<file path="src/rtl/i2s_rx_master.sv">
// I2S master receiver: derives sck/ws from clk, shifts in sdi with the one-bit I2S delay,
// and pushes right-justified samples into a first-word-fall-through FIFO read by the host.
module i2s_rx_master #(
  parameter int FIFO_AW = 4
) (
  input  logic               clk,
  input  logic               rst_n,
  input  logic               sdi,
  output logic               sdo,
  output logic               ws,
  output logic               sck,
  input  logic               fifo_rd,
  input  logic [4:0]         fifo_level_threshold,
  output logic               fifo_full,
  output logic [FIFO_AW:0]   fifo_level,
  output logic               fifo_level_above,
  output logic [31:0]        fifo_rdata,
  input  logic [4:0]         sample_size,
  input  logic [7:0]         sck_prescaler,
  input  logic [1:0]         channels,
  input  logic               en
);

  localparam int DEPTH_INT = 1 << FIFO_AW;
  localparam logic [FIFO_AW:0] DEPTH = (FIFO_AW+1)'(DEPTH_INT);

  logic [7:0]  presc_q, presc_d;
  logic        sck_q, sck_d;
  logic [4:0]  slot_q, slot_d;
  logic        ws_q, ws_d;
  logic [31:0] shift_q, shift_d;
  logic        push_q, push_d;

  logic tick, rise_ev, fall_ev, chan_en;

  // ">=" keeps the divider from running away if the prescaler is lowered mid-count.
  assign tick    = (presc_q >= sck_prescaler);
  assign rise_ev = en && tick && !sck_q;
  assign fall_ev = en && tick && sck_q;
  assign chan_en = ws_q ? channels[1] : channels[0];

  always_comb begin
    presc_d = presc_q;
    sck_d   = sck_q;
    slot_d  = slot_q;
    ws_d    = ws_q;
    shift_d = shift_q;
    push_d  = 1'b0;
    if (!en) begin
      presc_d = '0;
      sck_d   = 1'b0;
      slot_d  = '0;
      ws_d    = 1'b0;
      shift_d = '0;
    end else begin
      presc_d = tick ? 8'd0 : presc_q + 8'd1;
      if (tick) sck_d = ~sck_q;
      if (fall_ev) begin
        slot_d = slot_q + 5'd1;
        if (slot_q == 5'd31) ws_d = ~ws_q;
      end
      if (rise_ev) begin
        // Slot 0 is the I2S delay slot; the sample starts fresh after it.
        if (slot_q == 5'd0) shift_d = '0;
        else if (slot_q <= sample_size) shift_d = {shift_q[30:0], sdi};
        push_d = (slot_q != 5'd0) && (slot_q == sample_size) && chan_en;
      end
    end
  end

  always_ff @(posedge clk or negedge rst_n) begin
    if (!rst_n) begin
      presc_q <= '0;
      sck_q   <= 1'b0;
      slot_q  <= '0;
      ws_q    <= 1'b0;
      shift_q <= '0;
      push_q  <= 1'b0;
    end else begin
      presc_q <= presc_d;
      sck_q   <= sck_d;
      slot_q  <= slot_d;
      ws_q    <= ws_d;
      shift_q <= shift_d;
      push_q  <= push_d;
    end
  end

  assign sck = sck_q;
  assign ws  = ws_q;
  assign sdo = 1'b0;

  // Host side: fifo_rdata shows the head word; every clk with fifo_rd high while
  // the FIFO is non-empty consumes it. Pops on empty and pushes on full are ignored.
  logic [31:0]        mem_q [DEPTH_INT];
  logic [FIFO_AW-1:0] wr_ptr_q, rd_ptr_q;
  logic [FIFO_AW:0]   level_q, level_d;
  logic [31:0]        word_mask, push_word;
  logic               do_push, do_pop;

  assign word_mask = (32'd1 << sample_size) - 32'd1;
  assign push_word = shift_q & word_mask;
  assign fifo_full = (level_q == DEPTH);
  assign do_push   = push_q && !fifo_full;
  assign do_pop    = fifo_rd && (level_q != '0);

  always_comb begin
    level_d = level_q;
    case ({do_push, do_pop})
      2'b10:   level_d = level_q + 1'b1;
      2'b01:   level_d = level_q - 1'b1;
      default: level_d = level_q;
    endcase
  end

  always_ff @(posedge clk or negedge rst_n) begin
    if (!rst_n) begin
      wr_ptr_q <= '0;
      rd_ptr_q <= '0;
      level_q  <= '0;
    end else begin
      if (do_push) wr_ptr_q <= wr_ptr_q + 1'b1;
      if (do_pop)  rd_ptr_q <= rd_ptr_q + 1'b1;
      level_q <= level_d;
    end
  end

  always_ff @(posedge clk) begin
    if (do_push) mem_q[wr_ptr_q] <= push_word;
  end

  assign fifo_level       = level_q;
  assign fifo_level_above = (level_q > fifo_level_threshold);
  assign fifo_rdata       = (level_q == '0) ? 32'd0 : mem_q[rd_ptr_q];

endmodule

</file>
<file path="config.mk">
export PLATFORM = sky130hd
export DESIGN_NAME = i2s_rx_master
export DESIGN_NICKNAME = d
export VERILOG_FILES = /design/src/rtl/i2s_rx_master.sv
export SDC_FILE = /design/constraint.sdc
export NUM_CORES = 1
export LEC_CHECK = 0
export ABC_AREA = 1
export ABC_CLOCK_PERIOD_IN_PS = 4000
export CAP_MARGIN = 20
export CELL_PAD_IN_SITES_DETAIL_PLACEMENT = 1
export CELL_PAD_IN_SITES_GLOBAL_PLACEMENT = 2
export CORE_MARGIN = 4
export CORE_UTILIZATION = 48
export CTS_BUF_LIST = sky130_fd_sc_hd__clkbuf_4 sky130_fd_sc_hd__clkbuf_8
export DETAILED_ROUTE_END_ITERATION = 10
export GPL_ROUTABILITY_DRIVEN = 1
export HOLD_SLACK_MARGIN = 0.06
export MAX_ROUTING_LAYER = met4
export PLACE_DENSITY = 0.94
export SYNTH_ARGS = -nofsm -noshare
export SYNTH_HDL_FRONTEND = slang
export SYNTH_SLANG_ARGS = --single-unit
</file>
<file path="constraint.sdc">
create_clock -name clk -period 4 [get_ports clk]
set_clock_uncertainty 0.05 [all_clocks]
set_input_delay 0.8 -clock clk [delete_from_list [all_inputs] [get_ports clk]]
set_output_delay 0.8 -clock clk [all_outputs]
set_load 0.02 [all_outputs]
</file>
==> impl_metrics.ini <==
[status]
status = finished, final reports clean

[sta]
grt_setup_unrepaired = false
slew_violations = 0
layout_worst_path_cycle_share_pct = 98.2
final_hold_violating_endpoints = 0
report.final.setup_viol = 0
final_period_minus_worst_setup_slack_ps = 3930
finalSetupTns_ps = 0
max_freq_mhz = 255
hold_slack_ps = 145
setup_slack_ps = 73.7
tightest_slew_ps = 1160
slew_headroom_pct = 22.3

[die]
die_h_um = 233
area_enclosed_by_the_die_boundary_um2 = 54400
core.rowCount = 82
die-width_um = 233
floorplan.initialDensity_pct = 48.5
core_footprint_um2 = 50200
pin_count = 67

[worst_setup_path]
crit_path_cell_trace = buf_4, bufbuf_16, o21ai_0, o221ai_1, nand3_1, a21oi_1, clkdlybuf4s50_1
timing.setup.critical_path_class = flop to output pin
cp-end-kind = output pin
worst-endpoint-arrival_ps = 3080
critPathSlowestCell = sky130_fd_sc_hd__clkdlybuf4s50_1
worst_path_largest_cell_delay_ps = 630
worstPathMaxFanout = 33
worst_setup_path_start_kind = flop
critPathRequiredTime_ps = 3150

[global_routing]
grt_max_degree = 67
globalRouteTotalUtil_pct = 29.3
first_global_vias = 19500
first_pass_grt_wire_length_um = 116000
globalRouteOverflowTotal = 0
grt_antenna_before_repair = 2

[cells_and_area]
n_antenna_cell = 0
area.growth.synth_to_final_pct = 16.3
final_nets = 2269
area_of_combinational_cells_with_multiple_inputs_um2 = 6720
layout.cells.non_filler = 2948
mostFrequentLayoutCells = 512 x sky130_fd_sc_hd__edfxtp_1, 367 x sky130_fd_sc_hd__nor2_1, 283 x sky130_fd_sc_hd__o21ai_0, 209 x sky130_fd_sc_hd__nand2_1, 111 x sky130_fd_sc_hd__o221ai_1
fillers = 5172
final_common_cell = sky130_fd_sc_hd__edfxtp_1
drive_above_1_share_pct = 11.6
area.sequential_um2 = 16900

[route]
routed_wl_um = 77100
drt_iter0_drc = 1804
detail_route.drc_violations = 0
routedWlPerCell_um = 26.1
via_count = 18100
routed_via_density = 6.15
route.antenna.remaining_nets = 0
drtPass1Iterations = 5

[placed_design]
placement.setup.worst_slack_ps = -28.9
port_buffers = 65
dp_cells = 2776
gp_congestion = 0.905
dp_hpwl_um = 40600

[logic_synthesis]
combined_area_of_all_synthesized_cells_um2 = 24300
yosys.area_share.simple_pct = 12.9
ys_dominant_reg_cell = sky130_fd_sc_hd__edfxtp_1
synth_adder_area_share_pct = 1.73
muxShareOfSynthArea_pct = 0.0411
yosysWarnings = 0
synth-async-reset-ratio_pct = 10.5
synth_sequential_area_ratio_pct = 69.3
synth_top_family_by_area = simple AND/OR/NAND/NOR gates
synth_edf_count = 512
synthesized_flop_and_latch_total = 572
syn_inst = 2093
syn_area_per_cell_um2 = 11.6
yosys.area_share.xor_xnor_pct = 0.504
cell_variety_after_synth = 41
synth-compound-area-share_pct = 11.6

[clocking]
clock_sinks = 572
clock_latency_ps = 680
cts_max_level = 3
cts.clk_slew.worst_paths_ps = 60
hold_buffers = 0
cts_made_buffers = 92
clk_path_buf_depth = 3
cts_tree = yes
clk_root_buffer_cell = sky130_fd_sc_hd__clkbuf_8

[worst_hold_path]
worst_hold_class = input port to async pin

[pwr]
report.power.total_mw = 18.6
total_power_per_unit_cell_area_nw_per_um2 = 657
vdd.ir_drop.worst_uv = 431
power.static_leakage_nw = 11.0

[run]
max_cap_viol_count = 0
state kept, by name, indices dropped and copies added (netlist names):
| register | count |
|---|---|
| mem_q | 512 |
| shift_q | 31 |
| presc_q | 8 |
| fifo_level | 5 |
| slot_q | 5 |
| rd_ptr_q | 4 |
| wr_ptr_q | 4 |
| push_q | 1 |
| sck | 1 |
| ws | 1 |
cells by family after synthesis:
kind of cell,Yosys count
multiplexers,1
adder cells (fa/ha/maj),33
XOR/XNOR,14
buffers and inverters,241
AND/OR/NAND/NOR,758
other,1
AO/OA/AOI/OAI,473
flip-flops,572
routing by layer:
metal / vias up / global-route usage (%) / wire length (µm)
li1: 7811 / - / -
met4: 0 / 11.8 / 2970
met1: 9155 / 36.8 / 29600
met5: - / - / 0
met3: 227 / 4.59 / 6670
met2: 923 / 48.1 / 37900
where the power goes:
| group | total [mW] | internal, mW | leakage [nW] | switching [mW] |
|---|---|---|---|---|
| Clock | 5.16 | 2.80 | 0.974 | 2.36 |
| Combinational | 6.83 | 2.34 | 4.13 | 4.49 |
| Sequential | 6.60 | 6.49 | 5.92 | 0.112 |
| Total | 18.6 | 11.6 | 11.0 | 6.97 |
cells in the mapped netlist, types with 2 or more instances:
library cell | number | area, µm²
sky130_fd_sc_hd__nor3b_1 | 2 | 15.0
sky130_fd_sc_hd__and3_1 | 5 | 31.3
sky130_fd_sc_hd__o21bai_1 | 2 | 15.0
sky130_fd_sc_hd__dfrtp_1 | 60 | 1500
sky130_fd_sc_hd__clkbuf_1 | 92 | 345
sky130_fd_sc_hd__buf_2 | 23 | 115
sky130_fd_sc_hd__a21oi_1 | 50 | 250
sky130_fd_sc_hd__inv_2 | 6 | 22.5
sky130_fd_sc_hd__xnor2_1 | 2 | 17.5
sky130_fd_sc_hd__nor3_1 | 4 | 20.0
sky130_fd_sc_hd__o21ai_0 | 283 | 1420
sky130_fd_sc_hd__ha_1 | 32 | 400
sky130_fd_sc_hd__nand3_1 | 110 | 551
sky130_fd_sc_hd__nor4_1 | 3 | 18.8
sky130_fd_sc_hd__or2_2 | 5 | 31.3
sky130_fd_sc_hd__inv_1 | 100 | 375
sky130_fd_sc_hd__o22ai_1 | 18 | 113
sky130_fd_sc_hd__nand2_1 | 209 | 785
sky130_fd_sc_hd__o221ai_1 | 111 | 972
sky130_fd_sc_hd__nor2_2 | 7 | 43.8
sky130_fd_sc_hd__buf_4 | 4 | 30.0
sky130_fd_sc_hd__nand4_1 | 26 | 163
sky130_fd_sc_hd__a31oi_1 | 3 | 18.8
sky130_fd_sc_hd__xor2_1 | 12 | 105
sky130_fd_sc_hd__edfxtp_1 | 512 | 15400
sky130_fd_sc_hd__buf_1 | 15 | 56.3
sky130_fd_sc_hd__nor2_1 | 383 | 1440
repair_timing:
item | in CTS | in global routing
gates resized for setup | 31 | 12
gates cloned | 6 | 0
buffers inserted | 2 | 0
endpoints found under the setup margin | 32 | 10
cell type report:
cell class | count | share of cell area [%]
Multi-Input combinational cell | 1296 | 23.7
Clock inverter | 48 | 1.44
Inverter | 107 | 1.48
Clock buffer | 111 | 5.02
Sequential cell | 572 | 59.6
Tap cell | 672 | 2.97
Timing Repair Buffer | 142 | 5.73
critical path, delay by kind of cell (launching register included):
family / cells / cell delay, ps
DFF: 1 / 490
and+or+nand+nor: 1 / 120
buffers and inverters: 3 / 1260
AOI/OAI and AO/OA: 3 / 530
final timing paths:
path / start / to / slack (ps) / depth (start not counted)
hold / removal: rst_n / shift_q[25] / 140 / 1
max in group asynchronous: rst_n / presc_q[6] / 2820 / 2
setup / recovery: rd_ptr_q[0] / fifo_rdata[1] / 70 / 7
hold reg to reg: presc_q[0] / presc_q[0] / 450 / 1
min in group clk: presc_q[0] / presc_q[0] / 450 / 1
setup reg to reg: fifo_level[1] / fifo_level[4] / 1030 / 13
per-stage QoR:
stage,util (%),cell area (µm²)
final,56.4,28300
after global routing,56.4,28300
after CTS,56.3,28200
after detailed placement,52.1,26200
after global placement,52.1,26200
after floorplan,-,24400
(Power assumes the default switching activity.)
